**config.mk**
```make
export PLATFORM = sky130hd
export DESIGN_NAME = uc_stack
export DESIGN_NICKNAME = d
export VERILOG_FILES = /design/src/rtl/uc_pkg.sv /design/src/rtl/uc_ret_stack.sv /design/src/rtl/uc_stack.sv
export SDC_FILE = /design/constraint.sdc
export NUM_CORES = 1
export LEC_CHECK = 0
export ABC_AREA = 1
export BUFFER_PORTS_ARGS = -buffer_cell sky130_fd_sc_hd__buf_2
export CAP_MARGIN = 5
export CORE_AREA = 3 3 40 42
export DETAILED_ROUTE_END_ITERATION = 10
export DIE_AREA = 0 0 43 45
export GPL_TIMING_DRIVEN = 0
export PLACE_DENSITY = 0.73
export SLEW_MARGIN = 20
export SYNTH_ARGS = -nofsm -noshare
export SYNTH_HDL_FRONTEND = slang
export SYNTH_SLANG_ARGS = --single-unit
```
**constraint.sdc**
```tcl
create_clock -name clk -period 0.8 [get_ports clk]
set_clock_uncertainty 0.1 [all_clocks]
set_input_delay 0.12 -clock clk [delete_from_list [all_inputs] [get_ports clk]]
set_output_delay 0.12 -clock clk [all_outputs]
set_load 0.01 [all_outputs]
```
**src/rtl/uc_pkg.sv**
```systemverilog
// uc_pkg: shared opcode encodings, ALU-field slice positions and FSM state type
// for the uc_stack control unit.
package uc_pkg;

  // Opcode encodings
  localparam logic [5:0] OP_NOP       = 6'b000000;
  localparam logic [5:0] OP_JUMP      = 6'b000001;
  localparam logic [5:0] OP_JZ        = 6'b000010;
  localparam logic [5:0] OP_JNZ       = 6'b000011;
  // LIMM is a pattern: 0001xx
  localparam logic [5:0] OP_LIMM_MASK = 6'b111100;
  localparam logic [5:0] OP_LIMM_VAL  = 6'b000100;
  localparam logic [5:0] OP_CALL      = 6'b001000;
  localparam logic [5:0] OP_RET       = 6'b001001;
  localparam logic [5:0] OP_HALT      = 6'b001111;

  // Any opcode with this bit set is an ALU instruction
  localparam int OP_ALU_BIT = 5;

  // ALU operation field inside the opcode
  localparam int ALU_MSB = 4;
  localparam int ALU_LSB = 2;

  typedef enum logic {
    ST_RUN  = 1'b0,
    ST_HALT = 1'b1
  } uc_state_e;

endpackage

```
**src/rtl/uc_ret_stack.sv**
```systemverilog
// uc_ret_stack: DEPTH x PCW LIFO holding return addresses.
// A push while full and a pop while empty are ignored here; the caller
// decides whether such attempts are errors. top reads 0 when empty.
module uc_ret_stack #(
  parameter int PCW   = 10,
  parameter int DEPTH = 8
) (
  input  logic           clk,
  input  logic           reset,
  input  logic           push,
  input  logic           pop,
  input  logic [PCW-1:0] din,
  output logic           full,
  output logic           empty,
  output logic [PCW-1:0] top
);

  // sp spans 0..DEPTH, so it needs one more code than the entry index
  localparam int SPW = $clog2(DEPTH + 1);
  localparam int IW  = $clog2(DEPTH);

  logic [PCW-1:0] r_mem [DEPTH];
  logic [SPW-1:0] r_sp;
  logic [IW-1:0]  w_wr_idx;
  logic [IW-1:0]  w_top_idx;
  logic           w_do_push;
  logic           w_do_pop;

  assign w_wr_idx  = r_sp[IW-1:0];
  assign w_top_idx = w_wr_idx - IW'(1);

  assign full  = (r_sp == SPW'(DEPTH));
  assign empty = (r_sp == '0);
  assign top   = empty ? '0 : r_mem[w_top_idx];

  assign w_do_push = push & ~full & ~reset;
  assign w_do_pop  = pop & ~empty & ~reset;

  // Stack pointer: cleared by reset, moves by one per push or pop
  always_ff @(posedge clk) begin
    if (reset) begin
      r_sp <= '0;
    end else if (w_do_push) begin
      r_sp <= r_sp + SPW'(1);
    end else if (w_do_pop) begin
      r_sp <= r_sp - SPW'(1);
    end
  end

  // Entry storage: contents are don't-care after reset, so no reset term
  always_ff @(posedge clk) begin
    if (w_do_push) begin
      r_mem[w_wr_idx] <= din;
    end
  end

endmodule

```
**src/rtl/uc_stack.sv**
```systemverilog
// uc_stack: opcode decoder for the datapath with RUN/HALT FSM, pipeline
// enable and (optionally) a return-address stack for CALL/RET.
// Build option: define UC_RET_STACK_EN to include the return stack; without
// it CALL and RET decode as NOP, s_ret/ret_addr/stk_err are constant 0.
// The FSM state is visible to the outside world through `halted`.
module uc_stack
  import uc_pkg::*;
#(
  parameter int PCW   = 10,
  parameter int DEPTH = 8
) (
  input  logic           clk,
  input  logic           reset,
  input  logic           en,
  input  logic [5:0]     opcode,
  input  logic           z,
  input  logic [PCW-1:0] pc_plus1,
  output logic           pc_we,
  output logic           s_inc,
  output logic           s_ret,
  output logic           s_inm,
  output logic           we3,
  output logic           wez,
  output logic [2:0]     op_alu,
  output logic [PCW-1:0] ret_addr,
  output logic           halted,
  output logic           stk_err
);

  uc_state_e r_state;
  uc_state_e w_state_nxt;
  logic      r_stk_err;
  logic      w_stk_err_nxt;

`ifdef UC_RET_STACK_EN
  logic           w_push;
  logic           w_pop;
  logic           w_full;
  logic           w_empty;
  logic [PCW-1:0] w_top;

  uc_ret_stack #(
    .PCW   (PCW),
    .DEPTH (DEPTH)
  ) u_ret_stack (
    .clk   (clk),
    .reset (reset),
    .push  (w_push),
    .pop   (w_pop),
    .din   (pc_plus1),
    .full  (w_full),
    .empty (w_empty),
    .top   (w_top)
  );

  assign ret_addr = reset ? '0 : w_top;
`else
  // Without the stack the return address input and depth have no consumer
  logic w_unused;
  assign w_unused = ^{pc_plus1, 32'(DEPTH)};
  assign ret_addr = '0;
`endif

  assign op_alu  = opcode[ALU_MSB:ALU_LSB];
  assign halted  = (r_state == ST_HALT) & ~reset;
  assign stk_err = r_stk_err & ~reset;

  // State and sticky error registers
  always_ff @(posedge clk) begin
    if (reset) begin
      r_state   <= ST_RUN;
      r_stk_err <= 1'b0;
    end else begin
      r_state   <= w_state_nxt;
      r_stk_err <= w_stk_err_nxt;
    end
  end

  // Decode: mux selects follow the opcode, write strobes and stack/FSM
  // activity are qualified by en; reset and HALT force a NOP
  always_comb begin
    pc_we         = 1'b0;
    s_inc         = 1'b1;
    s_ret         = 1'b0;
    s_inm         = 1'b0;
    we3           = 1'b0;
    wez           = 1'b0;
    w_state_nxt   = r_state;
    w_stk_err_nxt = r_stk_err;
`ifdef UC_RET_STACK_EN
    w_push        = 1'b0;
    w_pop         = 1'b0;
`endif
    if (!reset && r_state == ST_RUN) begin
      pc_we = en;
      if (opcode[OP_ALU_BIT]) begin
        we3 = en;
        wez = en;
      end else if ((opcode & OP_LIMM_MASK) == OP_LIMM_VAL) begin
        s_inm = 1'b1;
        we3   = en;
      end else begin
        case (opcode)
          OP_NOP:  ;
          OP_JUMP: s_inc = 1'b0;
          OP_JZ:   s_inc = ~z;
          OP_JNZ:  s_inc = z;
          OP_HALT: if (en) w_state_nxt = ST_HALT;
`ifdef UC_RET_STACK_EN
          OP_CALL: begin
            // The jump is taken even when the push has no room
            s_inc = 1'b0;
            if (en) begin
              if (w_full) w_stk_err_nxt = 1'b1;
              else        w_push        = 1'b1;
            end
          end
          OP_RET: begin
            // Returning from an empty stack falls through as a NOP
            if (!w_empty) begin
              s_ret = 1'b1;
              s_inc = 1'b0;
              w_pop = en;
            end else if (en) begin
              w_stk_err_nxt = 1'b1;
            end
          end
`else
          OP_CALL, OP_RET: ;
`endif
          default: ;
        endcase
      end
    end
  end

endmodule

```
==> metrics, run 1 <==
status=finished with violations; failing checks=setup timing; Pwr Density=532.7 mW/mm²; final WL=650 µm; final hold violation count=0; mapped cell area=271.5 µm²; Inst Count DP=89; worst setup margin=-0.1423 ns; Max-cap violations=0; max reg flops=1; startpoint of the worst hold path=reset; DIE HEIGHT=45 µm; internal power component=0.1717 mW; Avg WL per Cell=7.065 µm; worst reg2reg startpoint=r_state$_SDFFE_PP0P_; Critical Path RT=0.58 ns; residual DRC count=0; clock power share=0%; #FFs+latches synth=1; largest net degree at the start of global routing=5; Placement Setup Slack=-0.1811 ns; RSZ-0062 raised after global routing=yes; worst hold stages=4; cell mode on critical path=nand2_1; GRT Util Overall=6.639%; # fillers=145; nets@finish=99; share of cells above drive strength 1=63.64%; endpoints failing setup=7; VDD IR max=0.2003 mV; synthesis-to-layout area growth=88.02%; Final ANT Viol Nets=0; first-pass GRT wire length=1.069 mm; RR Endpoint=r_state$_SDFFE_PP0P_; Yosys top cell area share=41.47%; core area=0.001285 mm²; CP max FO=2; biggest regs=r_state: 1 flops; worst min path class=input port to flop; antenna violations before repair=0; n_diodes=0; Final period util=117.8%; final slew viol count=0; Non-Filler Instances=92; die area=0.001935 mm²; crit path time final=0.9423 ns; Worst-path clk slew=0 ns; Worst R2R Path Depth=5; vias per cell=3.348; GRT Residual Overflow=0; Largest Register=r_state; Ys Warns=0; post-synth top area cell=buf_4; Leakage Power=0.3022 nW; Seq/Total Area, Yosys=7.373%; sw frac=36.87%; Worst R2R Setup Slack=-0.04 ns; Netlist cell types=14; worst stage delay on the critical path=0.31 ns; slowest CP cell=dfxtp_2; Flop pwr share=19.0%; drt first-iter violations=3; Die Wd=43 µm; combinational share of power=81.0%; final setup TNS=-0.6175 ns; WHS Endpoint=r_state$_SDFFE_PP0P_; via count=308; vias in the first global route=280; CP Capture Type=output pin; Ports=41; CP cell instances=nor2_4, nand2_1, nor2_1, nand2_1, buf_2; Startpoint Class=flop; Arr. time, crit path=0.72 ns; FMAX=1061 MHz; # rows=13; Syn Area/Cell=6.034 µm²; post-synthesis cell count=45; I/O Buffers=18; Skew-Pair Late Insertion Delay=0 ns; drt first pass iters=4; DP HPWL=553.5 µm; kind of critical path=flop to output pin; initial cell density of the core=21.13%; Area contributors post-synth=buf_4 41%, nand2_1 11%, inv_1 8.3%; Switch Pwr=0.1003 mW; Placer Congestion=0.6698; Final Power=0.2720 mW
## cells in the final DEF, fill, tap and decap left out
master,instances
nand2_2,1
buf_8,2
nand2_1,7
nor2_4,3
nand3_2,2
nand2_4,1
inv_1,6
inv_2,1
xnor2_1,1
buf_2,14
buf_4,18
a21oi_2,1
conb_1,12
nor2_2,3
dfxtp_2,1
nor2_1,2
buf_6,2
## critical path, delay by kind of cell, from the launching register on
kind	cells	cell delay, ns
buffers and inverters	1	0.14
AND/OR/NAND/NOR	4	0.27
flip-flops	1	0.31
## how the worst max path moves through the flow
stage                       end                 start  slack (ns)  cells past startpoint
after global placement    s_inc             opcode[5]       -0.18                      6
final                     s_inc  r_state$_SDFFE_PP0P_       -0.14                      5
after detailed placement  s_inc             opcode[5]       -0.18                      6
after CTS                 s_inc  r_state$_SDFFE_PP0P_       -0.15                      5
after global routing      s_inc  r_state$_SDFFE_PP0P_       -0.21                      5
after floorplan             we3  r_state$_SDFFE_PP0P_       -0.05                      3
## per-stage QoR
step | hold slack, ns | instance area (µm²) | util, %
floorplan | 0.1746 | 324.1 | -
global placement | 0.3045 | 432.9 | 33.69
detailed placement | 0.3153 | 432.9 | 33.69
CTS | 0.3188 | 485.5 | 37.78
global route | 0.3837 | 510.5 | 39.73
finish | 0.3236 | 510.5 | 39.73
## power by group through the flow
stage | clock network (mW) | registers, mW | logic, mW
4_1_cts | 0 | 0.0516 | 0.206
3_5_place_dp | 0 | 0.0516 | 0.180
5_1_grt | 0 | 0.0518 | 0.242
2_1_floorplan | 0 | 0.0516 | 0.130
6_report | 0 | 0.0517 | 0.220
3_3_place_gp | 0 | 0.0516 | 0.177
## layer usage
layer	vias to the layer above	global-route usage, %	wire length [µm]
met5	-	0	0
met4	0	0	0
met3	0	0.7968	93
met2	18	14.37	367
met1	122	7.160	189
li1	168	-	-
## synth_stat cells, drive strengths merged
cell type / count
dfxtp: 1
buf: 15
conb: 1
nand2: 9
nor2: 8
inv: 7
nand3: 2
xnor2: 1
a21oi: 1
## timing repair
action                     CTS  global route
pin swaps                    2             2
hold buffers                 0             0
gates resized for setup      9             4
setup buffers                2             1
setup endpoints to repair    7             8
## cell type report
cell class	count	area (µm²)	share of cell area, %
Multi-Input combinational cell	33	186.4	36.52
Timing Repair Buffer	21	145.1	28.43
Buffer	15	112.6	22.06
Inverter	7	26.28	5.147
Sequential cell	1	21.27	4.167
Tap cell	15	18.77	3.676
## logic make-up (layout without fill, tap and decap cells)
| logic type | after synthesis | count (layout) | synth area share, % |
|---|---|---|---|
| other | 1 | 12 | 1.381 |
| xor gates and xnor gates | 1 | 1 | 3.226 |
| DFF | 1 | 1 | 7.374 |
| AOI/OAI and AO/OA | 1 | 1 | 3.226 |
| buffers and inverters | 22 | 43 | 51.15 |
| and+or+nand+nor | 19 | 19 | 33.64 |
No activity file was read; power rests on OpenSTA's default activity.
==> run 2: changes to the inputs <==
--- a/config.mk
+++ b/config.mk
@@ -7,7 +7,7 @@
 export LEC_CHECK = 0
 export ABC_AREA = 1
 export BUFFER_PORTS_ARGS = -buffer_cell sky130_fd_sc_hd__buf_2
-export CAP_MARGIN = 5
+export CAP_MARGIN = 0
 export CORE_AREA = 3 3 40 42
 export DETAILED_ROUTE_END_ITERATION = 10
 export DIE_AREA = 0 0 43 45
==> constraint.sdc (replaced) <==
create_clock -name clk -period 0.82 [get_ports clk]
set_clock_uncertainty 0.1 [all_clocks]
set_input_delay 0.123 -clock clk [delete_from_list [all_inputs] [get_ports clk]]
set_output_delay 0.123 -clock clk [all_outputs]
set_load 0.01 [all_outputs]
==> run 2 against run 1 <==
Net effect: the run still ends with setup timing left; highest routed layer unchanged; die area did not move; global-route usage fell by 0.91 points; routed wire length fell by 5.4%; core utilization fell by 1.6 points; hold slack improved by 0.0030 ns; design area fell by 3.9%.
==> metrics, run 2 (same netlist as run 1, synthesis figures left out) <==
Die Wd=43 µm (unchanged); first-pass GRT wire length=903 µm (was 1.069 mm); Final ANT Viol Nets=0 (unchanged); design area=490.5 µm² (was 510.5 µm²); grt met2 use=14.07% (was 14.37%); Placer Congestion=0.7412 (was 0.6698); via count=304 (was 308); Startpoint Class=flop (unchanged); Ports=41 (unchanged); # fillers=141 (was 145); residual DRC count=0 (unchanged); final hold violation count=0 (unchanged); Largest Register=r_state (unchanged); initial cell density of the core=21.13% (unchanged); Buf+Inv Stages, Crit Path=1 (unchanged); CP max FO=2 (unchanged); Pwr Density=521.1 mW/mm² (was 532.7 mW/mm²); vias in the first global route=244 (was 280); Placement Setup Slack=-0.1605 ns (was -0.1811 ns); Arr. time, crit path=0.73 ns (was 0.72 ns); final setup TNS=-0.4864 ns (was -0.6175 ns); # rows=13 (unchanged); met3 usage=0% (was 0.7968%); core area=0.001285 mm² (unchanged); CP cell instances=nor2_4, nand2_1, nor2_1, nand2_1, buf_2 (unchanged); largest net degree at the start of global routing=5 (unchanged); RSZ-0062 raised after global routing=yes (unchanged); final core occ=38.17% (was 39.73%); Leakage Power=0.2955 nW (was 0.3022 nW); Worst R2R Setup Slack=-0.01 ns (was -0.04 ns); max reg flops=1 (unchanged); Hold Buf Count CTS=0 (unchanged); Max-cap violations=0 (unchanged); biggest regs=r_state: 1 flops (unchanged); antenna violations before repair=0 (unchanged); worst min path class=input port to flop (unchanged); vias per cell=3.341 (was 3.348); die area=0.001935 mm² (unchanged); slowest CP cell=dfxtp_2 (unchanged); GRT Residual Overflow=0 (unchanged); kind of critical path=flop to output pin (unchanged); DIE HEIGHT=45 µm (unchanged); commonest non-fill, non-tap cell in the layout=buf_4 (unchanged); share of cells above drive strength 1=61.84% (was 63.64%); Avg WL per Cell=6.758 µm (was 7.065 µm); VDD IR max=0.1430 mV (was 0.2003 mV); n_diodes=0 (unchanged); Final Power=0.2556 mW (was 0.2720 mW); Area after DPL=430.4 µm² (was 432.9 µm²); grt peak-use layer=met2 (unchanged); CP Capture Type=output pin (unchanged); FMAX=1045 MHz; CP top delay family=flip-flops (unchanged); nets@finish=98 (was 99); Worst-path clk slew=0 ns (about the same); synthesis-to-layout area growth=80.65% (was 88.02%); worst setup margin=-0.1369 ns (was -0.1423 ns); final WL=615 µm (was 650 µm); GRT Util Overall=5.731% (was 6.639%); crit path time final=0.9569 ns; failing checks=setup timing (unchanged); Skew-Pair Late Insertion Delay=0 ns (about the same); Final period util=116.7%; drt first pass iters=3 (was 4); commonest non-fill, non-tap cells in the layout=17 x buf_4, 15 x buf_2, 12 x conb_1 (was 18 x buf_4, 14 x buf_2, 12 x conb_1); worst stage delay on the critical path=0.31 ns (about the same); Critical Path RT=0.60 ns (was 0.58 ns); I/O Buffers=18 (unchanged); DP HPWL=569.6 µm (was 553.5 µm); met1 Track Usage GR=5.263% (was 7.160%); final slew viol count=0 (unchanged); endpoints failing setup=7 (unchanged); drt first-iter violations=4 (was 3); status=finished with violations (unchanged); cell mode on critical path=nand2_1 (unchanged)
run 2: changes by cell type in the layout (fill, tap and decap cells not counted), sizes merged:
cell	before	now
buf	36	35
run 2: path summary, 6_finish.rpt:
| path | start | endpoint | cells past startpoint |
|---|---|---|---|
| max reg2reg | r_state$_SDFFE_PP0P_ | r_state$_SDFFE_PP0P_ | 5 |
| max | r_state$_SDFFE_PP0P_ | s_inc | 5 |
| min | reset | r_state$_SDFFE_PP0P_ | 4 |
| min reg2reg | r_state$_SDFFE_PP0P_ | r_state$_SDFFE_PP0P_ | 4 |
run 2: layer usage:
metal	wire (µm)	part of all wire (%)	vias to the layer above
met1	181	29	123
met2	372	60	15
met5	0	0	-
li1	-	-	166
met3	61	9.9	0
met4	0	0	0
run 2: power breakdown:
group	internal, mW	total (mW)	switching (mW)
clock	0	0	0
sequential	0.0501	0.0505	0.000412
combinational	0.110	0.205	0.0955
run 2: worst reg2reg max path: stages, from the launching register on:
cell and delay (ns):
dfxtp_2 0.31, inv_2 0.08, nand2_4 0.06, nor2_4 0.10
nand3_2 0.06, nand2_1 0.05
run 2: stage by stage:
step,hold WS [ns],instances
global route,0.3541,91
finish,0.3266,91
detailed placement,0.3112,89
floorplan,0.1806,56
CTS,0.3333,90
global placement,0.3062,89
run 2: what timing repair did:
item                       4_1_cts  5_1_grt
resized for setup                8        1
pin swaps                        2        3
setup endpoints to repair        6        7
cloned                           0        0
hold endpoints to repair         0        0
buffers inserted                 1        1
run 2: cell type report:
class,instances,area (µm²),share of cell area [%]
Sequential cell,1,21.27,4.337
Buffer,15,112.6,22.96
Tap cell,15,18.77,3.827
Inverter,7,26.28,5.357
Timing Repair Buffer,20,127.6,26.02
Multi-Input combinational cell,33,183.9,37.50
